===== src/rtl/fifo_drain.sv =====
// Read-side drain for the dual-clock Fifo: issues reads, absorbs the one-cycle read latency and
// re-presents words as a valid/ready stream via a 2-entry skid buffer. Optional macro: FIFO_DRAIN_COUNT_EN.
module fifo_drain #(
    parameter int unsigned WIDTH       = 8,
    parameter int unsigned COUNT_WIDTH = 32
) (
    input  logic                   readClk,
    input  logic                   readRst,
    input  logic                   fifoEmpty,
    output logic                   fifoRead,
    input  logic [WIDTH-1:0]       fifoData,
    output logic                   outValid,
    input  logic                   outReady,
    output logic [WIDTH-1:0]       outData
`ifdef FIFO_DRAIN_COUNT_EN
    ,
    output logic [COUNT_WIDTH-1:0] wordCount
`endif
);

    logic [WIDTH-1:0] buf0_q, buf0_d;
    logic [WIDTH-1:0] buf1_q, buf1_d;
    logic [1:0]       occ_q, occ_d;
    logic             in_flight_q, in_flight_d;
    logic             out_valid_q, out_valid_d;
    logic             pop;
    logic             capture;
    logic [2:0]       pending;

    assign pop     = out_valid_q & outReady;
    assign capture = in_flight_q;

    // Words that will still occupy the buffer after this edge if no new read is issued.
    assign pending  = {1'b0, occ_q} + {2'b00, in_flight_q} - {2'b00, pop};
    assign fifoRead = ~readRst & ~fifoEmpty & (pending < 3'd2);

    assign outValid = out_valid_q;
    assign outData  = buf0_q;

    always_comb begin
        buf0_d      = buf0_q;
        buf1_d      = buf1_q;
        occ_d       = occ_q;
        in_flight_d = fifoRead;
        unique case ({capture, pop})
            2'b10: begin
                if (occ_q == 2'd0) begin
                    buf0_d = fifoData;
                end else begin
                    buf1_d = fifoData;
                end
                occ_d = occ_q + 2'd1;
            end
            2'b01: begin
                buf0_d = buf1_q;
                occ_d  = occ_q - 2'd1;
            end
            2'b11: begin
                // Head leaves and a new word arrives in the same edge; occupancy is unchanged.
                if (occ_q == 2'd1) begin
                    buf0_d = fifoData;
                end else begin
                    buf0_d = buf1_q;
                    buf1_d = fifoData;
                end
            end
            default: begin
            end
        endcase
        out_valid_d = (occ_d != 2'd0);
    end

    always_ff @(posedge readClk) begin
        if (readRst) begin
            buf0_q      <= '0;
            buf1_q      <= '0;
            occ_q       <= 2'd0;
            in_flight_q <= 1'b0;
            out_valid_q <= 1'b0;
        end else begin
            buf0_q      <= buf0_d;
            buf1_q      <= buf1_d;
            occ_q       <= occ_d;
            in_flight_q <= in_flight_d;
            out_valid_q <= out_valid_d;
        end
    end

`ifdef FIFO_DRAIN_COUNT_EN
    logic [COUNT_WIDTH-1:0] count_q, count_d;

    always_comb begin
        count_d = count_q;
        if (pop) begin
            count_d = count_q + 1'b1;
        end
    end

    always_ff @(posedge readClk) begin
        if (readRst) begin
            count_q <= '0;
        end else begin
            count_q <= count_d;
        end
    end

    assign wordCount = count_q;
`endif

    a_no_read_when_empty : assert property (
        @(posedge readClk) disable iff (readRst) fifoEmpty |-> !fifoRead);

    a_never_overfill : assert property (
        @(posedge readClk) disable iff (readRst) ({1'b0, occ_q} + {2'b00, in_flight_q}) <= 3'd2);

    a_stall_stable : assert property (
        @(posedge readClk) disable iff (readRst)
        (outValid && !outReady) |=> (outValid && $stable(outData)));

endmodule


===== config.mk =====
export PLATFORM = sky130hd
export DESIGN_NAME = fifo_drain
export DESIGN_NICKNAME = d
export VERILOG_FILES = /design/src/rtl/fifo_drain.sv
export SDC_FILE = /design/constraint.sdc
export NUM_CORES = 1
export LEC_CHECK = 0
export BUFFER_PORTS_ARGS = -buffer_cell sky130_fd_sc_hd__buf_2
export CORE_MARGIN = 4
export CORE_UTILIZATION = 30
export CTS_BUF_LIST = sky130_fd_sc_hd__clkbuf_16
export DETAILED_ROUTE_END_ITERATION = 10
export MAX_ROUTING_LAYER = met4
export PLACE_DENSITY = 0.59
export SLEW_MARGIN = 20
export SYNTH_ARGS = -nofsm -noshare
export SYNTH_HDL_FRONTEND = slang
export SYNTH_SLANG_ARGS = --single-unit

===== constraint.sdc =====
create_clock -name readClk -period 4.6 [get_ports readClk]
set_input_delay 0.46 -clock readClk [delete_from_list [all_inputs] [get_ports readClk]]
set_output_delay 0.46 -clock readClk [all_outputs]
set_load 0.1 [all_outputs]

# Word level (Yosys, flattened, before mapping)
# Cells that the tools add are included.
# op_classes
addsub	4
mul	0
n_div	0
n_lt_le_gt_ge	1
n_eq_ne	7
shifts	0
muxes	7
n_bitwise	5
n_reduce_logical	6
# op_table
op	n
two-way mux 8 bit	4
one-hot mux 8 bit (3 select lines)	1
one-hot mux 8 bit (2 select lines)	1
!= test 2 bit (second input constant)	3
== test 2 x 1 -> 1 bit (second input constant)	2
== test 2 bit (second input constant)	2
one-hot mux 2 bit (2 select lines)	1
nonzero test 2 bit	2
adder 2 x 1 -> 3 bit	1
bitwise AND 1 bit	3
less-than comparator 3 x 2 -> 1 bit (second input constant)	1
AND reduction 3 bit	1
nonzero test 3 bit	1
subtractor 3 x 1 -> 3 bit	1
adder 2 x 1 -> 2 bit (second input constant)	1
logical NOT 2 bit	1
NOT 1 bit	2
AND reduction 2 bit	1
subtractor 2 x 1 -> 2 bit (second input constant)	1
# totals
ff_bits	20
latch_bits	0
ramBits	0
rom_bits	0
inputBits	12
output_inout_bits	10
wordCells	35
memories	0

# Depth between registers and ports, before layout
# Gate-level depths: netlist of the first run.
# depth
depth_word	4
ltp_mapped	7
ltp_nobuf	7

# Least setup slack after synthesis of the first run
# No wires, ideal clock.
# synth_path
path_kind	flip-flop to output port
start	register out_valid_q, in the netlist outValid
end	output port fifoRead
arrival_time_ps	5290
required_time_ps	4140
slack_ps	-1150
stages_incl_launch_ff	7
cell_sequence	dfxtp_1 and2_1 ha_1 nand2b_1 fa_1 xor2_1 nor4b_1
# synth_via
elab_chain_cells	4
# synth_rtl
item	line	text
from (decl)	25	logic out_valid_q, out_valid_d;
from (signal assigned)	85	out_valid_q <= out_valid_d;
bitwise AND 1 bit	30	assign pop = out_valid_q & outReady;
subtractor 3 x 1 -> 3 bit	34	assign pending = {1'b0, occ_q} + {2'b00, in_flight_q} - {2'b00, pop};
less-than comparator 3 x 2 -> 1 bit	35	assign fifoRead = ~readRst & ~fifoEmpty & (pending < 3'd2);
bitwise AND 1 bit	35	
to (decl)	10	output logic fifoRead,
# Every way passes these cells.

# Worst setup path after layout of the first run
# Ends and elaborated chain as after synthesis.

==> run metrics, run 1 <==
Nets 142; RSZ-0062 raised after global routing no; number of global-route vias before repair approximately 730; Core ar. 3028 um^2; DR top layer met4; DR WL met2 916 um; post-synth cell types 24; total wire length around 1.9 mm; I/O pins 22; post-synth net total 119; H-tree levels 1; kind of critical path flip-flop to output port; starting density of the core 31.28%; CTS sink count 20; hold buffer count at cts 0; post-CTS sizing 0; Seq pwr share 35.2%; Final Slew Violations 0; WL met3 104 um; post-DR wirelength/cell between 10 and 15 um; crit path DAT between 2 and 3 ns; CP Capture Type output port; clk buf depth 2; Max VDD drop about 170 uV; Die H 64.19 um; Worst-Margin Slew 0.5930 ns; crit path max fanout 5; Antenna Nets Post-Route 0; Clk Latency, worst-skew pair about 0.25 ns; internal power 0.3871 mW; Synth Area per Inst 9.567 um^2; Hold Crit Depth 2; DR pass1 iterations 4; DP HPWL about 1.5 mm; M1 WL 862 um; RePlAce Congestion 0.7961; die width 64.19 um; worst-case reg-to-reg path depth 6; sequential element share of the synthesized area 42.27%; drt drc 0; Mapped Area 947.2 um^2; Vias 764; pin count of the biggest net entering global routing 22; row cnt 20; CTS tree done; Clk pwr share 42.9%; layout cells sized above 1 23.97%; worst min-delay path category input pin to flip-flop; Final period util 64.26%; vias per inst between 4 and 5; initial antenna violation count 0; GRT Util Overall 10.46%; final setup vio count 0; Clk pin slew, worst setup/hold paths 0.05 ns; Yosys Warn Count 0; number of setup buffers added after CTS 0; max_slew headroom about three fifths; Initial DRC Count 22; n_diodes 0; pre-CTS setup slack 1.676 ns; TritonCTS Buffers 3; CP required 4.14 ns; Total Neg Setup Slack 0 ns; status completed; Cell Pwr Density 454.7 nW/um^2; fin crit period 2.956 ns; die area 4120 um^2; Max-Cap Viols 0; combinational power share 21.9%; Pleak around 0.56 nW; I/O Buffers 21; net switching power 0.1613 mW; first-pass GRT wire length 3.305 mm; Area Overhead vs Synth 27.35%; FF+latch count, synth 20; Final WS setup 1.644 ns; cells after synthesis 99; f_max 338.3 MHz; gr ovfl total 0; sw frac ~29%; root buffer cell clkbuf_16; Hold Fails Final Rpt 0; Worst Clk Skew 0.001370 ns; startpoint types flip-flop
[routing by layer]
layer  global-route usage, %  vias to the layer above
met3                   3.163                        2
met1                   12.29                      356
met4                   5.013                        0
met5                       -                        -
met2                   16.26                       14
li1                        -                      392
[metrics by stage]
| stage | hold slack (ns) | power, mW | area (um^2) | utilization [%] | instances |
|---|---|---|---|---|---|
| 6_report | 0.3990 | 0.5484 | 1206 | 39.83 | 165 |
| 3_3_place_gp | 0.4746 | 0.3151 | 1101 | 36.36 | 161 |
| 4_1_cts | 0.3926 | 0.5544 | 1206 | 39.83 | 165 |
| 3_5_place_dp | 0.4804 | 0.3172 | 1101 | 36.36 | 161 |
| 2_1_floorplan | 0.4634 | 0.2950 | 953.4 | - | 99 |
| 5_1_grt | 0.4106 | 0.5732 | 1206 | 39.83 | 165 |
[power groups by stage]
stage / Clock, mW / Sequential [mW] / Combinational [mW]
final: 0.235 / 0.193 / 0.120
after global routing: 0.249 / 0.194 / 0.130
after CTS: 0.241 / 0.193 / 0.121
after detailed placement: 0 / 0.197 / 0.121
after global placement: 0 / 0.196 / 0.119
after floorplan: 0 / 0.250 / 0.0452
[cells in the final DEF (no fill, tap or decap), drive strengths merged, types with 2 or more instances in the layout]
cell type	instances
a21oi	4
a221oi	8
buf	21
clkbuf	3
dfxtp	20
ha	7
inv	6
mux2i	9
nand2	2
nor2	19
nor3	8
nor4b	2
o21ai	2
[cells by family after synthesis]
group | share of synthesized area (%)
flip-flops | 42.27
XOR/XNOR | 0.9249
AO/OA/AOI/OAI | 13.61
multiplexers | 9.512
buffers and inverters | 3.698
AND/OR/NAND/NOR | 18.63
adder cells (fa/ha/maj) | 11.36
[final timing paths]
| path | slack, ns | start | to |
|---|---|---|---|
| worst min register to register | 0.49 | outData[5] | outData[5] |
| worst min-delay path | 0.40 | fifoEmpty | capture |
| worst max-delay path | 1.64 | outValid | fifoRead |
| worst max register to register | 2.72 | outValid | capture |
[critical path, cell delays in order (launching register included)]
cell and delay (ns):
dfxtp_1 0.30, and2_1 0.19, ha_1 0.33, nand2b_1 0.18
fa_1 0.38, xor2_1 0.17, nor4b_2 0.23, buf_2 0.47
[Yosys cell counts]
master,instances,area share (%)
dfxtp_1,20,42
nor2_1,19,7.5
mux2i_1,9,9.5
a221oi_1,8,7.4
nor3_1,8,4.2
ha_1,7,9.2
inv_1,6,2.4
a21oi_1,3,1.6
clkbuf_1,2,0.79
nand2_1,2,0.79
nor4b_1,2,1.8
a21o_1,1,0.79
a21oi_2,1,0.92
a31oi_1,1,0.66
and2_1,1,0.66
and2b_1,1,0.79
buf_2,1,0.53
fa_1,1,2.1
nand2b_1,1,0.66
nor2b_4,1,1.5
o21ai_0,1,0.53
o21ai_4,1,1.7
or2_0,1,0.66
xor2_1,1,0.92
[cell type report]
class / instances / area (um^2)
fillers: 304 / 1822
multi-input cells: 70 / 518.0
flip-flops and latches: 20 / 400.4
repair buffers: 21 / 105.1
clock buffers: 3 / 75.07
well taps: 44 / 55.05
clock inverters: 1 / 30.03
inverters: 6 / 22.52
[flip-flops by register name, summed over array words and instances (netlist names)]
name	flops
buf1_q	8
outData	8
occ_q	2
capture	1
outValid	1
No activity file was read; power rests on OpenSTA's default activity.
==> inputs of run 2 (changes only) <==
--- a/config.mk
+++ b/config.mk
@@ -11,7 +11,7 @@
 export CTS_BUF_LIST = sky130_fd_sc_hd__clkbuf_16
 export DETAILED_ROUTE_END_ITERATION = 10
 export MAX_ROUTING_LAYER = met4
-export PLACE_DENSITY = 0.59
+export PLACE_DENSITY = 0.6
 export SLEW_MARGIN = 20
 export SYNTH_ARGS = -nofsm -noshare
 export SYNTH_HDL_FRONTEND = slang
==> constraint.sdc (replaced) <==
create_clock -name readClk -period 2.7 [get_ports readClk]
set_input_delay 0.27 -clock readClk [delete_from_list [all_inputs] [get_ports readClk]]
set_output_delay 0.27 -clock readClk [all_outputs]
set_load 0.1 [all_outputs]
==> run metrics, run 2 (synthesized netlist as in run 1, its figures left out) <==
clk buf depth 2 (unchanged); H-tree levels 1 (unchanged); Core ar. 3028 um^2 (unchanged); RePlAce Congestion 0.7072 (-11%); kind of critical path flip-flop to output port; post-DR wirelength/cell 12.01 um (+3.5%); number of setup buffers added after CTS 0 (unchanged); global routing usage on met2 16.52% (+0.26 points); Worst-Margin Slew 0.5924 ns (-0.0006331 ns); CP required 2.43 ns (-1.71 ns); DP HPWL 1.480 mm (+1.2%); GRT Util Overall 10.86% (+0.40 points); Clk Latency, worst-skew pair 0.25 ns (about the same); layout cells sized above 1 28.10% (+4.1 points); crit path DAT 2.21 ns (-0.29 ns); CTS tree done; root buffer cell clkbuf_16; Initial DRC Count 25 (+14%); I/O Buffers 21 (unchanged); die width 64.19 um (unchanged); commonest non-fill, non-tap cell in the layout buf_2; Fillers 307 (+0.99%); Vias 768 (+0.52%); CTS sink count 20 (unchanged); Antenna Nets Post-Route 0 (unchanged); Total Neg Setup Slack 0 ns (unchanged); hold buffer count at cts 0 (unchanged); Final period util around 92%; total wire length 1.981 mm (+3.5%); DP Area 1154 um^2 (+4.8%); Hold Fails Final Rpt 0 (unchanged); Worst Clk Skew 0.003746 ns (+0.002376 ns); n_diodes 0 (unchanged); DR pass1 iterations 4 (unchanged); post-route design area 1254 um^2 (+3.9%); Max VDD drop 212.2 uV (+24%); GR Util met3 2.109% (-1.1 points); max_slew headroom 60.51% (about the same); post-CTS sizing 0 (unchanged); worst min-delay path category input pin to flip-flop; drt drc 0 (unchanged); gr ovfl total 0 (unchanged); startpoint types flip-flop; status completed; CP Capture Type output port; Clk pin slew, worst setup/hold paths 0.05 ns (about the same); Die H 64.19 um (unchanged); RSZ-0062 raised after global routing no; crit path max fanout 5 (unchanged); initial antenna violation count 0 (unchanged); Final WS setup 0.2241 ns (-1.420 ns); Max-Cap Viols 0 (unchanged); most frequent cells in the layout buf_2, nor2_1, dfxtp_1; first-pass GRT wire length 3.429 mm (+3.8%); post-route core utilization 41.40% (+1.6 points); Area Overhead vs Synth 32.36%; Cell Pwr Density 726.7 nW/um^2 (+60%); TritonCTS Buffers 3 (unchanged); Nets 142 (unchanged); die area 4120 um^2 (unchanged); row cnt 20 (unchanged); met1 usage in global routing 13.98% (+1.7 points); f_max ~400 MHz; vias per inst 4.655 (+0.52%); starting density of the core 31.28% (unchanged); final setup vio count 0 (unchanged); pin count of the biggest net entering global routing 22 (unchanged); pre-CTS setup slack 0.4428 ns (-1.233 ns); gr busiest metal met2; I/O pins 22 (unchanged); fin crit period 2.476 ns; Final Slew Violations 0 (unchanged); number of global-route vias before repair 760 (+4.4%); Pleak 0.5714 nW (+2.1%)
-- run 2: cell count changes in the layout (fill, tap and decap cells not counted), sizes merged --
| cell | change |
|---|---|
| clkbuf | +1 |
| bufinv | -1 |
-- run 2: metrics by stage --
stage / hold slack [ns] / total power [mW] / instances
6_report: 0.2361 / 0.9111 / 165
5_1_grt: 0.2463 / 0.9521 / 165
4_1_cts: 0.2338 / 0.9218 / 165
3_5_place_dp: 0.4776 / 0.5502 / 161
3_3_place_gp: 0.4743 / 0.5468 / 161
2_1_floorplan: 0.3467 / 0.5073 / 99
-- run 2: worst max-delay path: stages, from the launching register on --
cell and delay (ns):
dfxtp_1 0.36, inv_1 0.11, ha_4 0.26, nand2b_1 0.16
fa_2 0.36, xor2_2 0.17, nor4b_4 0.32, buf_12 0.21
-- run 2: path summary, 6_finish.rpt --
check,from,endpoint,slack [ns],cells past startpoint
worst min register to register,outData[5],outData[5],0.49,2
worst min-delay path,fifoEmpty,capture,0.24,2
worst max register to register,outValid,outData[2],0.83,6
worst max-delay path,capture,fifoRead,0.22,7
-- run 2: cell type report --
cell class / instances / area [um^2] / area share, %
Clock buffer: 4 / 100.1 / 7.984
Inverter: 6 / 22.52 / 1.796
Multi-Input combinational cell: 70 / 551.8 / 44.01
Sequential cell: 20 / 404.1 / 32.24
Tap cell: 44 / 55.05 / 4.391
Timing Repair Buffer: 21 / 120.1 / 9.581
-- run 2: power breakdown --
group	switching (mW)	internal [mW]
Combinational	0.159	0.0555
Sequential	0.0107	0.317
Clock	0.112	0.257
Total	0.282	0.629
-- run 2: metal layers --
layer  part of all wire [%]  vias up
met1                     45      364
li1                       -      388
met5                      0        -
met2                     49       12
met4                    2.0        0
met3                    3.3        4
